[src/rtl/complex_alu_pkg.sv]
// -----------------------------------------------------------------------------
// complex_alu_pkg
// Shared types and constants for the complex add/multiply sequencer.
//   op_t    : operation selector (ADD / MUL)
//   state_t : sequencer FSM state, 3-bit encoding
//   MUL_LAT : cycles from accept to out_valid for a multiply (accept cycle = 1)
//   ADD_LAT : cycles from accept to out_valid for an add (accept cycle = 1)
// -----------------------------------------------------------------------------
package complex_alu_pkg;

  typedef enum logic {
    OP_ADD = 1'b0,
    OP_MUL = 1'b1
  } op_t;

  typedef enum logic [2:0] {
    IDLE   = 3'd0,
    MUL_AC = 3'd1,
    MUL_BD = 3'd2,
    MUL_S  = 3'd3,
    DONE   = 3'd4
  } state_t;

  localparam int MUL_LAT = 4;
  localparam int ADD_LAT = 1;

endpackage : complex_alu_pkg

[src/rtl/cmul_shared_mult.sv]
// -----------------------------------------------------------------------------
// cmul_shared_mult
// Combinational signed (W+1)x(W+1) -> (2W+2) multiplier shared by all three
// partial products of the complex multiply. Kept as its own module so it can
// be pipelined or mapped onto a DSP block without touching the sequencer.
// Ports:
//   op_x  in  W+1   signed multiplicand
//   op_y  in  W+1   signed multiplier
//   prod  out 2W+2  signed product (exact, cannot overflow)
// -----------------------------------------------------------------------------
module cmul_shared_mult #(
  parameter int W = 16
) (
  input  logic signed [W:0]     op_x,
  input  logic signed [W:0]     op_y,
  output logic signed [2*W+1:0] prod
);

  // Both operands are signed, so they are sign-extended to the 2W+2 result
  // width before multiplying.
  assign prod = op_x * op_y;

endmodule : cmul_shared_mult

[src/rtl/complex_op_sequencer.sv]
// -----------------------------------------------------------------------------
// complex_op_sequencer
// Multi-cycle complex ADD / MUL unit with one shared signed multiplier.
// MUL uses the 3-multiply form:
//   re = ac - bd
//   im = (a+b)(c+d) - ac - bd
// Only one operation is in flight at a time.
// Ports:
//   clk, rst_n          clock, asynchronous active-low reset
//   in_valid/in_ready   operand handshake (in_ready only in IDLE)
//   in_op               0 = ADD, 1 = MUL
//   in_a,in_b           operand 1 (re, im), signed W bits
//   in_c,in_d           operand 2 (re, im), signed W bits
//   out_valid/out_ready result handshake (out_valid only in DONE)
//   out_re,out_im       result, low W bits (wraps)
//   out_op              op that produced the result
//   busy                state != IDLE
// -----------------------------------------------------------------------------
module complex_op_sequencer
  import complex_alu_pkg::*;
#(
  parameter int W = 16
) (
  input  logic         clk,
  input  logic         rst_n,
  input  logic         in_valid,
  output logic         in_ready,
  input  logic         in_op,
  input  logic [W-1:0] in_a,
  input  logic [W-1:0] in_b,
  input  logic [W-1:0] in_c,
  input  logic [W-1:0] in_d,
  output logic         out_valid,
  input  logic         out_ready,
  output logic [W-1:0] out_re,
  output logic [W-1:0] out_im,
  output logic         out_op,
  output logic         busy
);

  localparam int PW = 2 * W + 2;

  state_t state_q, state_d;

  logic [W-1:0] a_q, a_d;
  logic [W-1:0] b_q, b_d;
  logic [W-1:0] c_q, c_d;
  logic [W-1:0] d_q, d_d;
  op_t          op_q, op_d;

  logic signed [PW-1:0] ac_q, ac_d;
  logic signed [PW-1:0] bd_q, bd_d;

  logic [W-1:0] out_re_q, out_re_d;
  logic [W-1:0] out_im_q, out_im_d;
  op_t          out_op_q, out_op_d;

  // Multiplier datapath
  logic signed [W:0]    sum_ab;
  logic signed [W:0]    sum_cd;
  logic signed [W:0]    mul_x;
  logic signed [W:0]    mul_y;
  logic signed [PW-1:0] prod;
  logic signed [PW-1:0] re_full;
  logic signed [PW-1:0] im_full;
  logic                 unused_hi_bits;

  // Pre-sums carry one extra bit so e.g. -32768 + -32768 is exact.
  assign sum_ab = {a_q[W-1], a_q} + {b_q[W-1], b_q};
  assign sum_cd = {c_q[W-1], c_q} + {d_q[W-1], d_q};

  // Operand mux depends on state alone; outside the multiply states both
  // inputs are zero so nothing undefined reaches the multiplier.
  always_comb begin
    mul_x = '0;
    mul_y = '0;
    case (state_q)
      MUL_AC: begin
        mul_x = {a_q[W-1], a_q};
        mul_y = {c_q[W-1], c_q};
      end
      MUL_BD: begin
        mul_x = {b_q[W-1], b_q};
        mul_y = {d_q[W-1], d_q};
      end
      MUL_S: begin
        mul_x = sum_ab;
        mul_y = sum_cd;
      end
      default: begin
        mul_x = '0;
        mul_y = '0;
      end
    endcase
  end

  cmul_shared_mult #(
    .W (W)
  ) u_mult (
    .op_x (mul_x),
    .op_y (mul_y),
    .prod (prod)
  );

  // Full-width differences; only the low W bits are kept (wrap semantics).
  // In MUL_S the multiplier output is (a+b)(c+d).
  assign re_full = ac_q - bd_q;
  assign im_full = prod - ac_q - bd_q;

  // High bits are intentionally discarded by the wrap-around truncation.
  assign unused_hi_bits = ^{re_full[PW-1:W], im_full[PW-1:W]};

  // Next-state and datapath updates
  always_comb begin
    state_d  = state_q;
    a_d      = a_q;
    b_d      = b_q;
    c_d      = c_q;
    d_d      = d_q;
    op_d     = op_q;
    ac_d     = ac_q;
    bd_d     = bd_q;
    out_re_d = out_re_q;
    out_im_d = out_im_q;
    out_op_d = out_op_q;

    case (state_q)
      IDLE: begin
        if (in_valid) begin
          a_d  = in_a;
          b_d  = in_b;
          c_d  = in_c;
          d_d  = in_d;
          op_d = op_t'(in_op);
          if (op_t'(in_op) == OP_MUL) begin
            state_d = MUL_AC;
          end else begin
            // ADD completes in the accept cycle itself.
            out_re_d = in_a + in_c;
            out_im_d = in_b + in_d;
            out_op_d = OP_ADD;
            state_d  = DONE;
          end
        end
      end
      MUL_AC: begin
        ac_d    = prod;
        state_d = MUL_BD;
      end
      MUL_BD: begin
        bd_d    = prod;
        state_d = MUL_S;
      end
      MUL_S: begin
        out_re_d = re_full[W-1:0];
        out_im_d = im_full[W-1:0];
        out_op_d = op_q;
        state_d  = DONE;
      end
      DONE: begin
        // Result registers simply hold until the sink takes them.
        if (out_ready) begin
          state_d = IDLE;
        end
      end
      default: begin
        state_d = IDLE;
      end
    endcase
  end

  always_ff @(posedge clk or negedge rst_n) begin
    if (!rst_n) begin
      state_q  <= IDLE;
      a_q      <= '0;
      b_q      <= '0;
      c_q      <= '0;
      d_q      <= '0;
      op_q     <= OP_ADD;
      ac_q     <= '0;
      bd_q     <= '0;
      out_re_q <= '0;
      out_im_q <= '0;
      out_op_q <= OP_ADD;
    end else begin
      state_q  <= state_d;
      a_q      <= a_d;
      b_q      <= b_d;
      c_q      <= c_d;
      d_q      <= d_d;
      op_q     <= op_d;
      ac_q     <= ac_d;
      bd_q     <= bd_d;
      out_re_q <= out_re_d;
      out_im_q <= out_im_d;
      out_op_q <= out_op_d;
    end
  end

  assign in_ready  = (state_q == IDLE);
  assign out_valid = (state_q == DONE);
  assign busy      = (state_q != IDLE);
  assign out_re    = out_re_q;
  assign out_im    = out_im_q;
  assign out_op    = out_op_q;

endmodule : complex_op_sequencer
[config.mk]
export PLATFORM = sky130hd
export DESIGN_NAME = complex_op_sequencer
export DESIGN_NICKNAME = d
export VERILOG_FILES = /design/src/rtl/complex_alu_pkg.sv /design/src/rtl/cmul_shared_mult.sv /design/src/rtl/complex_op_sequencer.sv
export SDC_FILE = /design/constraint.sdc
export NUM_CORES = 1
export LEC_CHECK = 0
export CAP_MARGIN = 30
export CORE_MARGIN = 3
export CORE_UTILIZATION = 48
export DETAILED_ROUTE_END_ITERATION = 7
export PLACE_DENSITY = 0.76
export SLEW_MARGIN = 5
export SYNTH_ARGS = -nofsm -noshare
export SYNTH_HDL_FRONTEND = slang
export SYNTH_SLANG_ARGS = --single-unit
[constraint.sdc]
create_clock -name clk -period 7.69 [get_ports clk]
set_input_delay 1.1535 -clock clk [delete_from_list [all_inputs] [get_ports clk]]
set_output_delay 1.1535 -clock clk [all_outputs]
set_load 0.1 [all_outputs]
# Yosys cells after proc, flatten, opt, wreduce, memory -nomap -nowiden
# Cells that the tools add are included.
dict set report word_totals {
  reg_bits 133
  inputBits 69
  output_inout_bits 36
  elab_cells 47
}
dict set report classes {
  addsub 7
  n_mul 1
  n_eq_ne 7
  muxes 15
  reduce_logical 6
}
# op n
set op_table {}
lappend op_table {{one-hot mux 17 bit (3 select lines)} 2}
lappend op_table {{2-to-1 mux 16 bit} 4}
lappend op_table {{one-hot mux 16 bit (2 select lines)} 2}
lappend op_table {{subtractor 16 bit} 3}
lappend op_table {{adder 16 x 16 -> 17 bit} 2}
lappend op_table {{adder 16 bit} 2}
lappend op_table {{multiplier 17 x 17 -> 16 bit} 1}
lappend op_table {{one-hot mux 3 bit (5 select lines)} 1}
lappend op_table {{2-to-1 mux 3 bit} 3}
lappend op_table {{== test 3 x 2 -> 1 bit (second input constant)} 2}
lappend op_table {{inequality test 2 bit (second input constant)} 2}
lappend op_table {{AND reduction 2 bit} 2}
lappend op_table {{== test 3 x 1 -> 1 bit (second input constant)} 1}
lappend op_table {{== test 3 bit (second input constant)} 1}
lappend op_table {{logical NOT 3 bit} 1}
lappend op_table {{AND reduction 3 bit} 1}
lappend op_table {{nonzero test 3 bit} 1}
lappend op_table {{2-to-1 mux 1 bit} 2}
lappend op_table {{inequality test 2 x 1 -> 1 bit (second input constant)} 1}
lappend op_table {{one-hot mux 1 bit (2 select lines)} 1}
lappend op_table {{nonzero test 2 bit} 1}

# Depth between registers and ports, before layout
dict set report logic_depth {
  ltp_word 6
  mapped_depth 40
  ltp_nobuf 39
}

# Hierarchy
# A second synthesis with hierarchy kept.
dict set report hier_totals {
  hier_cells 2392
  hier_area_um2 21847.2
}
# mod instances cells_per_inst area_each_um2 seq_area_each_um2
set by_module_without_submodules {}
lappend by_module_without_submodules {cmul_shared_mult 1 1194 10965.5 0.0}
lappend by_module_without_submodules {complex_op_sequencer 1 1198 10881.7 3328.2}

# Worst setup path before layout
# OpenSTA, ideal clock, no wires.
dict set report synth_path {
  path_type {register to register}
  start {register c_q[0]}
  end {register out_im_q[15] (netlist: out_im[15])}
  t_arrival_ps 8028
  path_slack_ps -473
  stages_incl_launch_ff 40
  path_cell_list {dfrtp_1 ha_1 fa_1 a211oi_2 o21a_1 o21ai_0 o22ai_1 a22oi_1 or2_2 clkbuf_1 or2_2 fa_1 fa_1 inv_1 ha_1 inv_1 fa_1 inv_1 [... 4 more ...] ha_1 a21oi_1 o21bai_1 a21oi_1 xnor2_1 inv_1 fa_1 ha_1 or3_1 o21ai_0 a21oi_1 a21o_1 a21oi_1 o21bai_1 a21oi_1 xnor2_1 xnor2_1 o221ai_2}
}
dict set report synth_between {
  elab_chain_len 6
}
# item line
set synth_lines {}
lappend synth_lines {{from (decl)} complex_op_sequencer.sv:47} ;# logic [W-1:0] c_q, c_d;
lappend synth_lines {{from (signal assigned)} complex_op_sequencer.sv:177} ;# c_q <= '0;
lappend synth_lines {{from (signal assigned)} complex_op_sequencer.sv:189} ;# c_q <= c_d;
lappend synth_lines {{adder 16 x 16 -> 17 bit} complex_op_sequencer.sv:70} ;# assign sum_cd = {c_q[W-1], c_q} + {d_q[W-1], d_q};
lappend synth_lines {{one-hot mux 17 bit (3 select lines) (*)} complex_op_sequencer.sv:77} ;# case (state_q)
lappend synth_lines {{multiplier 17 x 17 -> 16 bit (*)} cmul_shared_mult.sv:21} ;# assign prod = op_x * op_y;
lappend synth_lines {{named net prod[10]} complex_op_sequencer.sv:63} ;# logic signed [PW-1:0] prod;
lappend synth_lines {{subtractor 16 bit (*) (2 in a row)} complex_op_sequencer.sv:108} ;# assign im_full = prod - ac_q - bd_q;
lappend synth_lines {{one-hot mux 16 bit (2 select lines) (*)} complex_op_sequencer.sv:127} ;# case (state_q)
lappend synth_lines {{to (signal assigned)} complex_op_sequencer.sv:195} ;# out_im_q <= out_im_d;
lappend synth_lines {{to (decl)} complex_op_sequencer.sv:55} ;# logic [W-1:0] out_im_q, out_im_d;
# Mark *: on every way through the listed nets, which the timed path passes. The rest lies on a longest branch.
# A chain may end at the register's enable or synchronous reset.

# Final worst setup path
dict set report layout_path {
  start {register a_q[2]}
  end {register out_im_q[15] (netlist: out_im[15])}
}
dict set report layout_between {
  elab_chain_len 6
}
# item line
set layout_lines {}
lappend layout_lines {{from (decl)} complex_op_sequencer.sv:45} ;# logic [W-1:0] a_q, a_d;
lappend layout_lines {{from (signal assigned)} complex_op_sequencer.sv:175} ;# a_q <= '0;
lappend layout_lines {{from (signal assigned)} complex_op_sequencer.sv:187} ;# a_q <= a_d;
lappend layout_lines {{adder 16 x 16 -> 17 bit} complex_op_sequencer.sv:69} ;# assign sum_ab = {a_q[W-1], a_q} + {b_q[W-1], b_q};
lappend layout_lines {{one-hot mux 17 bit (3 select lines) (*)} complex_op_sequencer.sv:77}
lappend layout_lines {{multiplier 17 x 17 -> 16 bit (*)} cmul_shared_mult.sv:21}
lappend layout_lines {{named net prod[10]} complex_op_sequencer.sv:63}
lappend layout_lines {{subtractor 16 bit (*) (2 in a row)} complex_op_sequencer.sv:108}
lappend layout_lines {{one-hot mux 16 bit (2 select lines) (*)} complex_op_sequencer.sv:127}
# Marked as above.

==> flow_summary.toml <==
[status]
status = "finished with violations"
violations = "negative setup slack"

[cells_and_area]
final_common_cell = "buf_4"
final_cell_mix = "buf_4, inv_1, ha_1"
drive_above_1_share_pct = 25.0
fin_nets = 2205
instances_no_fill = 2270
fin_area_sq_mm = 0.0185
syn2layout_area_growth_pct = 31.2

[clocking]
cts_num_sinks = 133
cts_buffer_depth = 2
worstSkewPairLatency_ns = 0.44
clockRootBuffer = "clkbuf_16"
clkTransAtPathRegs_ns = 0.07
htreeDepth = 4
numCtsBuffers = 17
cts_tree = "built"

[place]
dpl_cell_area_sq_mm = 0.0171
place_ws_ns = -0.585
placedCellCount = 2209
gp_congestion = 1.02
dp_hpwl_um = 35800
port_buffers = 104

[detailed_routing]
drt_iter0_markers = 1209
drt-total-wl_um = 46700
vias_per_cell = 5.65
postRouteAntennaNets = 0
vias = 12818
wire_per_inst_um = 20.6
drc_errors = 0
firstDrtPassIters = 5

[timing]
min_period_ns = 8.15
tightest_slew_ns = 0.999
rsz0062_at_grt = "yes"
finalCritPeriodShare_pct = 106
relSlewSlack_pct = 33.2
setup_violations = 6
fin_tns_setup_ns = -1.49
clock_skew_ns = 0.0128
finalMaxSlewViolations = 0
fmax_mhz = 123
finalHoldViolCount = 0
finalWorstSetupSlack_ns = -0.462

[global_route]
grt_pass1_vias = 13227
grt_max_degree = 64
grt.overflow.total = 0
antenna_found_initial = 1
grt_pass1_wl_um = 72600
grt_usage_pct = 30.1

[synthesis]
synthDistinctLibCells = 70
synth-seq-area-share_pct = 23.6
ys.flop_type = "dfrtp_1"
avgSynthCellArea_sq_um = 8.91
synth-warning-count = 0
netlist_area_sq_mm = 0.0141
syn_nets = 1913
async_reset_ff_share_pct = 100
synth_enable_flop_cells = 0
ys_ff_latch = 133
syn_inst = 1580

[floorplanning]
die_area_sq_mm = 0.0314
die_h_um = 177
pin_count = 105
initial_core_util_pct = 48.9
coreArea_sq_mm = 0.0288
std_cell_rows = 62
die_w_um = 177

[critical_path]
cp-start-kind = "flop"
required_ns = 8.01
path_common_cell = "fa_1"
worstPathArrival_ns = 8.47
crit_type = "reg -> reg"
cp_max_fo = 5
ff2ff_path_depth = 35
critPathSlowestCell = "fa_1"
endpoint_kind = "flop"
crit_cells = 35
critPathBufInv = 7
cpPeakStageDelay_ns = 0.58
cp_top_family = "adder cells"

[hold_path]
hp-class = "reg -> reg"
hold_depth = 2

[run]
cap_violations = 0
==> tightest hold or removal path, cell delays in order, from the launching register on <==
cell and delay [ns]:
dfrtp_1 0.34, nand2_1 0.05, o21ai_0 0.06
==> synth_stat cells, types with 3 or more instances <==
master,count,area (sq um)
or2_2,20,125
a21boi_0,8,60.1
clkbuf_1,52,195
fa_1,99,1980
xnor3_1,4,90.1
a311oi_1,3,26.3
a211oi_1,7,52.6
a222oi_1,4,40.0
a21oi_1,84,420
xnor2_1,61,534
and2_1,6,37.5
or3_1,13,81.3
nand2_1,132,495
nor3b_1,5,37.5
nand3_1,13,65.1
a22oi_1,14,105
mux2i_1,8,80.1
o21bai_1,16,120
o21a_1,15,113
a22o_1,3,26.3
ha_1,165,2060
nor3_1,15,75.1
o22a_1,3,26.3
xor2_1,34,298
nand2b_1,19,119
o21ai_0,120,601
o211ai_1,3,22.5
nor2b_1,13,81.3
buf_1,3,11.3
inv_1,213,800
a221oi_1,4,35.0
a21o_1,22,165
dfrtp_1,133,3330
a31oi_1,12,75.1
mux2_2,67,754
nor2_1,139,522
o22ai_1,7,43.8
==> kinds of logic (layout without fill, tap and decap cells) <==
family / count (synthesis) / count (layout) / share of synthesized area (%)
AND/OR/NAND/NOR: 389 / 389 / 12.4
AO/OA/AOI/OAI: 347 / 347 / 15.2
buffers and inverters: 271 / 576 / 7.31
adder cells (fa/ha/maj): 264 / 264 / 28.7
flip-flops: 133 / 133 / 23.6
XOR/XNOR: 101 / 101 / 6.84
multiplexers: 75 / 75 / 5.93
other: 0 / 1 / 0
==> metal layers <==
metal | track usage, % | share of wire, % | vias up
met5 | 0 | 0 | -
met4 | 9.85 | 3.4 | 0
met3 | 7.23 | 9.4 | 116
met2 | 48.6 | 47 | 555
met1 | 40.1 | 41 | 6299
li1 | - | - | 5848
==> flip-flops by register name, summed over array words and instances (netlist names) <==
name,cells
op_q,1
ac_q,16
d_q,16
out_op,1
b_q,16
state_q,3
bd_q,16
a_q,16
out_re,16
out_im,16
c_q,16
==> layout make-up <==
class,instances,area [sq um]
clock inverters,13,123
clock buffers,19,443
multi-input cells,1176,10500
fillers,2272,10300
repair buffers,331,2850
diodes,1,2.50
flip-flops and latches,133,3330
well taps,384,480
inverters,213,800
==> per-stage QoR <==
stage,util (%),hold WS [ns]
after detailed placement,59.4,0.470
after global placement,59.3,0.454
final,64.2,0.482
after floorplan,-,0.450
after CTS,62.9,0.485
after global routing,64.2,0.508
==> what timing repair did <==
| item | CTS | global route |
|---|---|---|
| setup endpoints to repair | 9 | 10 |
| buffers inserted | 21 | 8 |
| hold buffers | 0 | 0 |
| cloned | 0 | 0 |
| pin swaps | 51 | 48 |
| gates resized for setup | 61 | 67 |
| hold endpoints to repair | 0 | 0 |
==> final timing paths <==
check	from	to	slack, ns
max	a_q[2]$_DFFE_PN0P_	out_im[15]$_DFFE_PN0P_	-0.46
min	out_im[5]$_DFFE_PN0P_	out_im[5]$_DFFE_PN0P_	0.48
max reg2reg	a_q[2]$_DFFE_PN0P_	out_im[15]$_DFFE_PN0P_	-0.46
min reg2reg	out_im[5]$_DFFE_PN0P_	out_im[5]$_DFFE_PN0P_	0.48
max in group asynchronous	rst_n	b_q[11]$_DFFE_PN0P_	5.94
min in group asynchronous	rst_n	out_im[7]$_DFFE_PN0P_	0.64
Power is left out: the tool's default activity adds up to more than one toggle a clock period on the data nets, which glitch-free logic cannot reach.
